### src/rtl/snake_pkg.sv
// Shared constants, segment payload type and FSM encoding for the snake body scanner.
package snake_pkg;

    localparam int unsigned COORD_BIT        = 7;
    localparam int unsigned SNAKE_LENGTH_BIT = 6;
    localparam int unsigned MAX_SEGMENTS     = 15;
    localparam int unsigned LEN_BIT          = 4;

    localparam int unsigned RESET_LEN    = 3;
    localparam int unsigned RESET_HEAD_X = 10;
    localparam int unsigned RESET_HEAD_Y = 7;

    typedef struct packed {
        logic [COORD_BIT-1:0] x;
        logic [COORD_BIT-1:0] y;
    } seg_t;

    typedef enum logic [1:0] {
        ST_IDLE   = 2'd0,
        ST_SCAN   = 2'd1,
        ST_COMMIT = 2'd2
    } state_t;

    // Reset snake lies horizontally, head at (10,7), body trailing towards -x.
    function automatic seg_t reset_seg(input int unsigned idx);
        seg_t s;
        s = '0;
        if (idx < RESET_LEN) begin
            s.x = COORD_BIT'(RESET_HEAD_X - idx);
            s.y = COORD_BIT'(RESET_HEAD_Y);
        end
        return s;
    endfunction

endpackage

### src/rtl/snake_body_scanner_if.sv
// Game FSM / graphic stage side signals of the snake body scanner.
// master: drives move/scan requests and semaforo; slave: the scanner.
interface snake_body_scanner_if;
    import snake_pkg::*;

    logic                        move_req;
    logic                        grow;
    logic [COORD_BIT-1:0]        head_x;
    logic [COORD_BIT-1:0]        head_y;
    logic                        semaforo;
    logic                        scan_start;

    logic                        move_ack;
    logic                        self_hit;
    logic [COORD_BIT-1:0]        snake_head_x;
    logic [COORD_BIT-1:0]        snake_head_y;
    logic [COORD_BIT-1:0]        snake_body_x;
    logic [COORD_BIT-1:0]        snake_body_y;
    logic [SNAKE_LENGTH_BIT-1:0] body_count;
    logic [LEN_BIT-1:0]          snake_length;
    logic                        scan_busy;
    logic                        scan_done;

    modport master (
        output move_req, grow, head_x, head_y, semaforo, scan_start,
        input  move_ack, self_hit, snake_head_x, snake_head_y, snake_body_x,
               snake_body_y, body_count, snake_length, scan_busy, scan_done
    );

    modport slave (
        input  move_req, grow, head_x, head_y, semaforo, scan_start,
        output move_ack, self_hit, snake_head_x, snake_head_y, snake_body_x,
               snake_body_y, body_count, snake_length, scan_busy, scan_done
    );

endinterface

### src/rtl/snake_hit_compare.sv
// Combinational comparator of a candidate head against the segments it may collide with.
// i_segs: segment array, i_len: current length, i_grow: effective grow,
// i_x/i_y: candidate head, o_self_hit_next_c: collision flag.
module snake_hit_compare
    import snake_pkg::*;
(
    input  seg_t [MAX_SEGMENTS-1:0] i_segs,
    input  logic [LEN_BIT-1:0]      i_len,
    input  logic                    i_grow,
    input  logic [COORD_BIT-1:0]    i_x,
    input  logic [COORD_BIT-1:0]    i_y,
    output logic                    o_self_hit_next_c
);

    logic [LEN_BIT-1:0] w_span;

    // The tail vacates on a plain move, so it only counts when growing.
    always_comb begin
        w_span            = i_grow ? i_len : i_len - 1'b1;
        o_self_hit_next_c = 1'b0;
        for (int i = 0; i < MAX_SEGMENTS; i++) begin
            if ((LEN_BIT'(i) < w_span) && (i_segs[i].x == i_x) && (i_segs[i].y == i_y)) begin
                o_self_hit_next_c = 1'b1;
            end
        end
    end

endmodule

### src/rtl/snake_body_scanner.sv
// Holds the snake segment array, commits move/grow updates inside the semaforo
// window and streams body segments one per clock to the graphic stage.
// clock_25: pixel clock, reset: synchronous active-high, bus: request/stream signals.
module snake_body_scanner
    import snake_pkg::*;
(
    input  logic                 clock_25,
    input  logic                 reset,
    snake_body_scanner_if.slave  bus
);

    state_t                  r_state, w_state_next;
    seg_t [MAX_SEGMENTS-1:0] r_seg;
    logic [LEN_BIT-1:0]      r_len, r_idx, w_idx_next, w_last;
    logic                    r_pend_move, r_pend_grow, r_pend_scan;
    logic [COORD_BIT-1:0]    r_pend_x, r_pend_y, r_body_x, r_body_y;
    logic                    r_scan_busy, r_scan_done, r_move_ack, r_self_hit;
    logic                    w_commit, w_beat, w_scan_pend_set, w_scan_pend_clr;
    logic                    w_grow_eff, w_hit_next;

    assign w_last     = r_len - 1'b1;
    assign w_grow_eff = r_pend_grow && (r_len < LEN_BIT'(MAX_SEGMENTS));

    snake_hit_compare u_hit (
        .i_segs            (r_seg),
        .i_len             (r_len),
        .i_grow            (w_grow_eff),
        .i_x               (r_pend_x),
        .i_y               (r_pend_y),
        .o_self_hit_next_c (w_hit_next)
    );

    // Next state; an incoming move_req counts as pending so it beats a same-cycle scan_start.
    always_comb begin
        w_state_next    = r_state;
        w_commit        = 1'b0;
        w_beat          = 1'b0;
        w_idx_next      = r_idx;
        w_scan_pend_set = 1'b0;
        w_scan_pend_clr = 1'b0;
        case (r_state)
            ST_IDLE: begin
                if ((r_pend_move || bus.move_req) && bus.semaforo) begin
                    w_state_next    = ST_COMMIT;
                    w_scan_pend_set = bus.scan_start;
                end else if (bus.scan_start || r_pend_scan) begin
                    w_state_next    = ST_SCAN;
                    w_beat          = 1'b1;
                    w_idx_next      = LEN_BIT'(1);
                    w_scan_pend_clr = 1'b1;
                end
            end
            ST_SCAN: begin
                if (r_idx == w_last) begin
                    w_state_next = ST_IDLE;
                    w_idx_next   = '0;
                end else begin
                    w_beat     = 1'b1;
                    w_idx_next = r_idx + 1'b1;
                end
            end
            ST_COMMIT: begin
                w_commit        = 1'b1;
                w_state_next    = ST_IDLE;
                w_scan_pend_set = bus.scan_start;
            end
            default: begin
                w_state_next = ST_IDLE;
                w_idx_next   = '0;
            end
        endcase
    end

    always_ff @(posedge clock_25) begin
        if (reset) begin
            r_state     <= ST_IDLE;
            r_len       <= LEN_BIT'(RESET_LEN);
            r_idx       <= '0;
            r_pend_move <= 1'b0;
            r_pend_grow <= 1'b0;
            r_pend_scan <= 1'b0;
            r_pend_x    <= '0;
            r_pend_y    <= '0;
            r_body_x    <= '0;
            r_body_y    <= '0;
            r_scan_busy <= 1'b0;
            r_scan_done <= 1'b0;
            r_move_ack  <= 1'b0;
            r_self_hit  <= 1'b0;
            for (int i = 0; i < MAX_SEGMENTS; i++) begin
                r_seg[i] <= reset_seg(32'(i));
            end
        end else begin
            r_state     <= w_state_next;
            r_idx       <= w_idx_next;
            r_scan_busy <= w_beat;
            r_scan_done <= w_beat && (w_idx_next == w_last);
            r_move_ack  <= w_commit;
            if (w_beat) begin
                r_body_x <= r_seg[w_idx_next].x;
                r_body_y <= r_seg[w_idx_next].y;
            end
            // A move_req in the commit cycle becomes the next pending move.
            if (bus.move_req) begin
                r_pend_move <= 1'b1;
                r_pend_x    <= bus.head_x;
                r_pend_y    <= bus.head_y;
                r_pend_grow <= bus.grow;
            end else if (w_commit) begin
                r_pend_move <= 1'b0;
            end
            if (w_scan_pend_set) begin
                r_pend_scan <= 1'b1;
            end else if (w_scan_pend_clr) begin
                r_pend_scan <= 1'b0;
            end
            if (w_commit) begin
                for (int i = 1; i < MAX_SEGMENTS; i++) begin
                    r_seg[i] <= r_seg[i-1];
                end
                r_seg[0]   <= '{x: r_pend_x, y: r_pend_y};
                r_self_hit <= w_hit_next;
                if (w_grow_eff) begin
                    r_len <= r_len + 1'b1;
                end
            end
        end
    end

    assign bus.move_ack     = r_move_ack;
    assign bus.self_hit     = r_self_hit;
    assign bus.snake_head_x = r_seg[0].x;
    assign bus.snake_head_y = r_seg[0].y;
    assign bus.snake_body_x = r_body_x;
    assign bus.snake_body_y = r_body_y;
    assign bus.body_count   = SNAKE_LENGTH_BIT'(r_idx);
    assign bus.snake_length = r_len;
    assign bus.scan_busy    = r_scan_busy;
    assign bus.scan_done    = r_scan_done;

endmodule

### src/flat_wrapper.sv
// flat-port wrapper written by rule: the top's interface ports become plain ports
module snake_body_scanner_flat import snake_pkg::*;
  (clock_25, reset, bus_move_req, bus_grow, bus_head_x, bus_head_y, bus_semaforo, bus_scan_start, bus_move_ack, bus_self_hit, bus_snake_head_x, bus_snake_head_y, bus_snake_body_x, bus_snake_body_y, bus_body_count, bus_snake_length, bus_scan_busy, bus_scan_done);
  snake_body_scanner_if bus_i ();
  input  logic clock_25;
  input  logic reset;
  input wire logic [$bits(bus_i.move_req)-1:0] bus_move_req;
  input wire logic [$bits(bus_i.grow)-1:0] bus_grow;
  input wire logic [$bits(bus_i.head_x)-1:0] bus_head_x;
  input wire logic [$bits(bus_i.head_y)-1:0] bus_head_y;
  input wire logic [$bits(bus_i.semaforo)-1:0] bus_semaforo;
  input wire logic [$bits(bus_i.scan_start)-1:0] bus_scan_start;
  output wire logic [$bits(bus_i.move_ack)-1:0] bus_move_ack;
  output wire logic [$bits(bus_i.self_hit)-1:0] bus_self_hit;
  output wire logic [$bits(bus_i.snake_head_x)-1:0] bus_snake_head_x;
  output wire logic [$bits(bus_i.snake_head_y)-1:0] bus_snake_head_y;
  output wire logic [$bits(bus_i.snake_body_x)-1:0] bus_snake_body_x;
  output wire logic [$bits(bus_i.snake_body_y)-1:0] bus_snake_body_y;
  output wire logic [$bits(bus_i.body_count)-1:0] bus_body_count;
  output wire logic [$bits(bus_i.snake_length)-1:0] bus_snake_length;
  output wire logic [$bits(bus_i.scan_busy)-1:0] bus_scan_busy;
  output wire logic [$bits(bus_i.scan_done)-1:0] bus_scan_done;
  assign bus_i.move_req = bus_move_req;
  assign bus_i.grow = bus_grow;
  assign bus_i.head_x = bus_head_x;
  assign bus_i.head_y = bus_head_y;
  assign bus_i.semaforo = bus_semaforo;
  assign bus_i.scan_start = bus_scan_start;
  assign bus_move_ack = bus_i.move_ack;
  assign bus_self_hit = bus_i.self_hit;
  assign bus_snake_head_x = bus_i.snake_head_x;
  assign bus_snake_head_y = bus_i.snake_head_y;
  assign bus_snake_body_x = bus_i.snake_body_x;
  assign bus_snake_body_y = bus_i.snake_body_y;
  assign bus_body_count = bus_i.body_count;
  assign bus_snake_length = bus_i.snake_length;
  assign bus_scan_busy = bus_i.scan_busy;
  assign bus_scan_done = bus_i.scan_done;
  snake_body_scanner u_core (.clock_25(clock_25), .reset(reset), .bus(bus_i));
endmodule
### config.mk
export PLATFORM = sky130hd
export DESIGN_NAME = snake_body_scanner_flat
export DESIGN_NICKNAME = d
export VERILOG_FILES = /design/src/rtl/snake_pkg.sv /design/src/rtl/snake_body_scanner_if.sv /design/src/rtl/snake_hit_compare.sv /design/src/rtl/snake_body_scanner.sv /design/src/flat_wrapper.sv
export SDC_FILE = /design/constraint.sdc
export NUM_CORES = 1
export LEC_CHECK = 0
export CAP_MARGIN = 15
export CORE_UTILIZATION = 48
export CTS_CLUSTER_SIZE = 10
export DETAILED_ROUTE_END_ITERATION = 10
export PLACE_DENSITY = 0.69
export SYNTH_ARGS = -nofsm -noshare
export SYNTH_HDL_FRONTEND = slang
export SYNTH_SLANG_ARGS = --single-unit
### constraint.sdc
create_clock -name clock_25 -period 4 [get_ports clock_25]
set_input_delay 0.6 -clock clock_25 [delete_from_list [all_inputs] [get_ports clock_25]]
set_output_delay 0.6 -clock clock_25 [all_outputs]
set_load 0.02 [all_outputs]
==> summary.txt <==
Timing
  – Slew Limit Fails: 0
  – Hold Violations, Final: 0
  – Unrepaired setup endpoints after global routing: false
  – Setup violations, final: 0
  – Least-Margin Pin Slew: ~1.1 ns
  – Min cycle time layout: about 3.7 ns
  – Setup TNS: 0 ns
  – Minimum hold slack: a little under 0.5 ns
  – Clock skew: ~0.013 ns
  – Tcrit/Tclk final: between 90% and 100%
  – Worst rel slew slack: a little under a quarter
  – Fmax achieved: ~270 MHz

Setup path
  – Critical path startpoint category: flop
  – Largest fanout on the critical path: 18
  – Critical Path End Type: flop
  – Critical path origin: u_core.bus.snake_length[0]
  – R2R Setup Slk: 0.33 ns
  – Cell count of the worst reg-to-reg path: 11
  – Worst r2r src: u_core.bus.snake_length[0]
  – Crit Path Class: reg -> reg
  – Worst EP arrival: between 4 and 5 ns
  – Worst setup endpoint: u_core.bus.snake_body_y[5]
  – Reg2reg end: u_core.bus.snake_body_y[5]
  – CP required: between 4 and 5 ns

Clock network
  – Clock transition at path regs: about 0.060 ns
  – CTS root buffer: clkbuf_16
  – TritonCTS clock tree: built
  – Setup Fix Bufs, Post-CTS: 0
  – Clk sinks: between 200 and 300
  – Cts hold-fix bufs: 0
  – Post-CTS sizing: 0
  – Num CTS Buffers: 31
  – CTS Buffer Depth: 3
  – Later-pin clock latency in the skew report: roughly 0.56 ns
  – H-tree Lvls: 1

Synth
  – Post-synth EDFFs: 0
  – Synth area leaders: dfxtp_1, nand2_1, xnor2_1
  – Post-Syn Area: approximately 14000 µm²
  – Top_reg_cell synth: dfxtp_1
  – Async SR Flop Fraction: 0%
  – Post-synthesis cell type count: 56
  – Cells after Synth: around 1.9k
  – #FFs+latches synth: approximately 260
  – Cell with the most instances after synthesis: nand2_1
  – Most instantiated cells after synthesis: nand2_1, dfxtp_1, a21oi_1, xnor2_1, clkbuf_1
  – Seq/Total Area, Yosys: approximately 37%
  – Dominant cell type by area after synthesis: dfxtp_1
  – Synth Area per Inst: 7.39 µm²
  – Ys Warns: 0
  – Top-area cell type share of the netlist area: a little under two fifths

Worst hold path
  – Hold Path Depth: 2
  – Hold Path Class: reg -> reg
  – Hold_sp: u_core.r_seg[145]

Flow run
  – Max-cap violations: 0

Floorplan
  – FP Rows: 61
  – Die Area: between 20000 and 30000 µm²
  – Die Wd: ~170 µm
  – Core footprint: 27900 µm²
  – Initial Util: 49.1%
  – IO Pins: between 60 and 70
  – Die height: 171 µm

Place
  – Dpl cell area: around 14000 µm²
  – Port Buffers: between 50 and 60
  – Post-DP HPWL: between 30000 and 40000 µm
  – GPL Wtd Cong: 0.969
  – Placed insts: 2171

Global route
  – Remaining Overflow, GRT: 0
  – First-pass GRT wire length: ~72000 µm
  – Largest net degree at the start of global routing: 130
  – Antenna violations before repair: 3
  – Vias in the first global route: 12.2k
  – Total GRT Usage: ~32%

Power
  – Maximum VDD drop: approximately 0.36 mV
  – Pwr Density: roughly 410 nW/µm²
  – Power, Total: between 0.006 and 0.007 W
  – Leak: roughly 5.4 nW

Final layout
  – Multi-input gate area in the final layout: 7890 µm²
  – Sequential Area: roughly 5100 µm²
  – Final instance area: ~15000 µm²
  – Fin nets: approximately 1.8k
  – Fraction of layout cells with a size suffix above 1: between 6 and 7%
  – Area delta synth->final: 12.2%
  – Fin cells: around 2.2k
  – Number of fill cells: 2599

Routing
  – Iteration-0 DRC Markers: about 1.8k
  – DR pass1 iterations: 5
  – Routed WL: ~47000 µm
  – Detailed-route DRC error count: 0
  – Post-DRT Antenna Nets: 0
  – WL/cell: approximately 21 µm
  – Vias after detailed routing: around 13k
  – Via density: ~6

Outcome
  – Status: finished clean
[flip-flops by register name (all words and copies together) (netlist names)]
signal                   count
u_core.r_pend_grow           1
u_core.bus.snake_head_x      7
u_core.r_pend_x              7
u_core.r_seg               196
u_core.bus.scan_done         1
u_core.bus.move_ack          1
u_core.r_idx                 4
u_core.bus.snake_head_y      7
u_core.r_state               2
u_core.bus.snake_body_x      7
u_core.r_pend_move           1
u_core.bus.snake_length      4
u_core.bus.scan_busy         1
u_core.bus.snake_body_y      7
u_core.r_pend_scan           1
u_core.r_pend_y              7
u_core.bus.self_hit          1
[routing by layer]
| layer | up-vias | wire (µm) | global-route usage (%) |
|---|---|---|---|
| met2 | 733 | 20600 | 49.5 |
| met5 | - | 13 | 0 |
| li1 | 6103 | - | - |
| met1 | 6222 | 19600 | 43.6 |
| met3 | 158 | 4420 | 5.23 |
| met4 | 2 | 2550 | 17.5 |
[logic make-up after synthesis]
kind of cell	synth area share, %
other	0.0274
AO/OA/AOI/OAI	13.2
adder cells (fa/ha/maj)	0.274
flip-flops	37.3
buffers and inverters	5.48
AND/OR/NAND/NOR	26.4
multiplexers	2.51
XOR/XNOR	14.8
[where the power goes]
part	internal (W)	switching (W)	leakage, nW	total [W]
Sequential	0.00259	0.000109	2.06	0.00270
Clock	0.00151	0.00105	0.441	0.00257
Combinational	0.000332	0.000685	2.92	0.00102
[area by class of cell]
cell class,instances,area share (%)
tap,378,3.08
timing repair buffer,105,6.44
sequential,255,33.2
antenna,2,0.0326
clock inverter,4,0.293
inverter,6,0.147
multi-input combinational,1427,51.3
clock buffer,39,5.50
[cell usage in the layout (no fill, tap or decap), drive strengths merged, types with 7 or more instances in the layout]
cell type / n
clkdlybuf4s50: 58
o21ai: 13
clkbuf: 40
a21oi: 222
xor2: 99
o2111ai: 7
a32oi: 15
xnor2: 129
nand3b: 14
o211ai: 9
a311oi: 8
buf: 46
nor4: 25
a221o: 14
nor3: 29
nand2: 597
nor2: 60
nand3: 78
mux2i: 16
nand4: 40
mux2: 14
dfxtp: 255
[worst max-delay path, cell delays in order (launching register included)]
cell and delay [ns]:
dfxtp_1 0.30, buf_4 0.19, inv_1 0.09, ha_1 0.28, xor3_1 0.41, nor3_4 0.21
nand2_2 0.14, a32o_2 0.49, nor2_1 0.94, a221o_1 0.30, nand4_1 0.10, o211ai_1 0.12
[worst min path at each step]
| stage | end | slack, ns |
|---|---|---|
| 2_1_floorplan | u_core.r_seg[197] | 0.46 |
| 3_3_place_gp | u_core.r_seg[200] | 0.47 |
| 3_5_place_dp | u_core.bus.snake_body_y[0] | 0.48 |
| 4_1_cts | u_core.bus.snake_body_y[0] | 0.49 |
| 5_1_grt | u_core.r_seg[84] | 0.52 |
| 6_report | u_core.r_seg[159] | 0.50 |
[per-stage QoR]
step	setup slack (ns)	utilization (%)
floorplan	0.970	-
global placement	0.494	51.8
detailed placement	0.411	51.8
CTS	0.438	55.0
global route	0.113	55.0
finish	0.331	55.0
(Power assumes the default switching activity.)
==> edit (config.mk and constraints unchanged) <==
`SNAKE_LENGTH_BIT`: 6 -> 5.
--- a/src/rtl/snake_pkg.sv
+++ b/src/rtl/snake_pkg.sv
@@ -3,5 +3,5 @@
 
     localparam int unsigned COORD_BIT        = 7;
-    localparam int unsigned SNAKE_LENGTH_BIT = 6;
+    localparam int unsigned SNAKE_LENGTH_BIT = 5;
     localparam int unsigned MAX_SEGMENTS     = 15;
     localparam int unsigned LEN_BIT          = 4;
Interface: changed (resized bus_body_count); port bits go from 62 to 61. No check against the original RTL was run, so the function may have changed too.
==> edit against the original RTL <==
Sequential share of layout area increased by 0.095 points; sequential cell count unchanged; sequential power about the same; critical endpoint is now u_core.bus.snake_body_y[4]; largest cell class unchanged; area after synthesis hardly changed; worst setup slack better by 0.11 ns; total power is 0.39% lower; first-iteration DRC count fell by 17%; final area shrank 0.28%; critical path depth decreased by 1; routed wire length grew 2.5%.
==> edit: results <==
metrics = {
    "run_status": {
        "status": "completed",
    },
    "final_layout": {
        "regMostFlops": "u_core.r_seg",
        "largest_register_ffs": 196,
        "drive_above_1_share_pct": 5.844,
        "nets": 1842,
        "nFillCells": 2703,
    },
    "synth": {
        "synth-main-ff-cell": "dfxtp_1",
        "synth-seq-area-share_pct": 37.27,
        "ys_warn_count": 0,
        "avgSynthCellArea_um2": 7.392,
        "synthTopCellsByArea": "dfxtp_1 37%, nand2_1 16%, xnor2_1 8.2%",
        "async_flop_share_pct": 0,
        "synth_nets": 1876,
        "synth_common_cells": "596 x nand2_1, 255 x dfxtp_1, 221 x a21oi_1",
        "yosysUniqueCellTypes": 56,
    },
    "grt": {
        "grt_max_degree": 133,
        "grt_pass1_wl_um": 72910,
        "track_usage_pct": 32.94,
        "antenna_found_initial": 0,
        "grt_pass1_vias": 12150,
    },
    "place": {
        "post_dp_cell_area_mm2": 0.01443,
        "place.gp.congestion": 0.9601,
        "dp_hpwl_um": 33040,
        "pre_cts_slack_ns": 0.3243,
        "dp.cells": 2163,
        "io_buffers": 59,
    },
    "clocking": {
        "cts-resized-gates": 0,
        "cts_made_buffers": 31,
        "cts.path.max_buffers": 3,
        "cts_post_setup_buffers_inserted": 0,
        "cts_root_buffer": "clkbuf_16",
        "h-tree-depth": 1,
        "path_clk_slew_ns": 0.06,
        "clkLatencyLatePin_ns": 0.56,
    },
    "critical_path": {
        "critical_path.top_delay_family": "simple AND/OR/NAND/NOR gates",
        "critical_path.max_stage_delay_ns": 0.92,
        "worst-path-max-fanout": 16,
        "slowest_stage": "nor2_1",
        "crit_arrival_ns": 4.04,
    },
    "drt": {
        "firstDrtPassIters": 7,
        "first_iter_violations": 1511,
        "vias": 13180,
        "wl_per_cell_um": 21.85,
        "drt_wl_total_um": 48290,
    },
    "power": {
        "ir_drop_mv": 0.3271,
        "leakage_nw": 5.388,
    },
    "hold_path": {
        "min_path_type": "flop to flop",
    },
    "sta": {
        "finClkSkew_ns": 0.01011,
        "hold_viol": 0,
        "slew_headroom_pct": 25.16,
    },
}
[edit: cell count changes after synthesis, sizes merged]
cell,before,now
buf,51,50
[edit: metal layers]
metal	GRT usage [%]	share of wire, %
met5	0	0
met4	16.42	5.2
met3	5.089	8.8
met2	50.97	44
met1	44.48	42
[edit: final timing paths]
| check | endpoint | slack [ns] | from | cells after the start |
|---|---|---|---|---|
| worst max-delay path | u_core.bus.snake_body_y[4] | 0.44 | u_core.bus.snake_length[1] | 10 |
| worst min-delay path | u_core.r_seg[202] | 0.48 | u_core.r_seg[202] | 2 |
| worst min register to register | u_core.r_seg[202] | 0.48 | u_core.r_seg[202] | 2 |
| worst max register to register | u_core.bus.snake_body_y[4] | 0.44 | u_core.bus.snake_length[1] | 10 |
[edit: tightest hold or removal path, stage by stage, from the launching register on]
cell     delay, ns
dfxtp_1       0.32
nand2_1       0.06
a21oi_1       0.05
[edit: cell families (layout without fill, tap and decap cells)]
logic type      after synthesis  after routing  share of synthesized area (%)
simple gates                856            856                          26.45
buf+inv                     172            150                          5.426
flops                       255            255                          37.27
fa+ha+maj                     3              3                         0.2741
other cells                   1              2                        0.02738
mux                          30             30                          2.512
compound gates              307            307                          13.24
xor+xnor                    229            229                          14.81
[edit: layout make-up]
class	instances	area, um2	share of cell area (%)
Multi-Input combinational cell	1426	7883	51.42
Tap cell	378	473.0	3.085
Sequential cell	255	5105	33.30
Timing Repair Buffer	99	960.9	6.269
Clock inverter	3	15.01	0.09795
Antenna cell	1	2.502	0.01633
Inverter	6	22.52	0.1469
Clock buffer	42	867.1	5.657
[edit: where the power goes]
part           switching (W)  total, W  internal [W]
sequential          0.000118   0.00271       0.00259
combinational       0.000686   0.00101      0.000328
clock                0.00106   0.00254       0.00148
total                0.00186   0.00626       0.00440
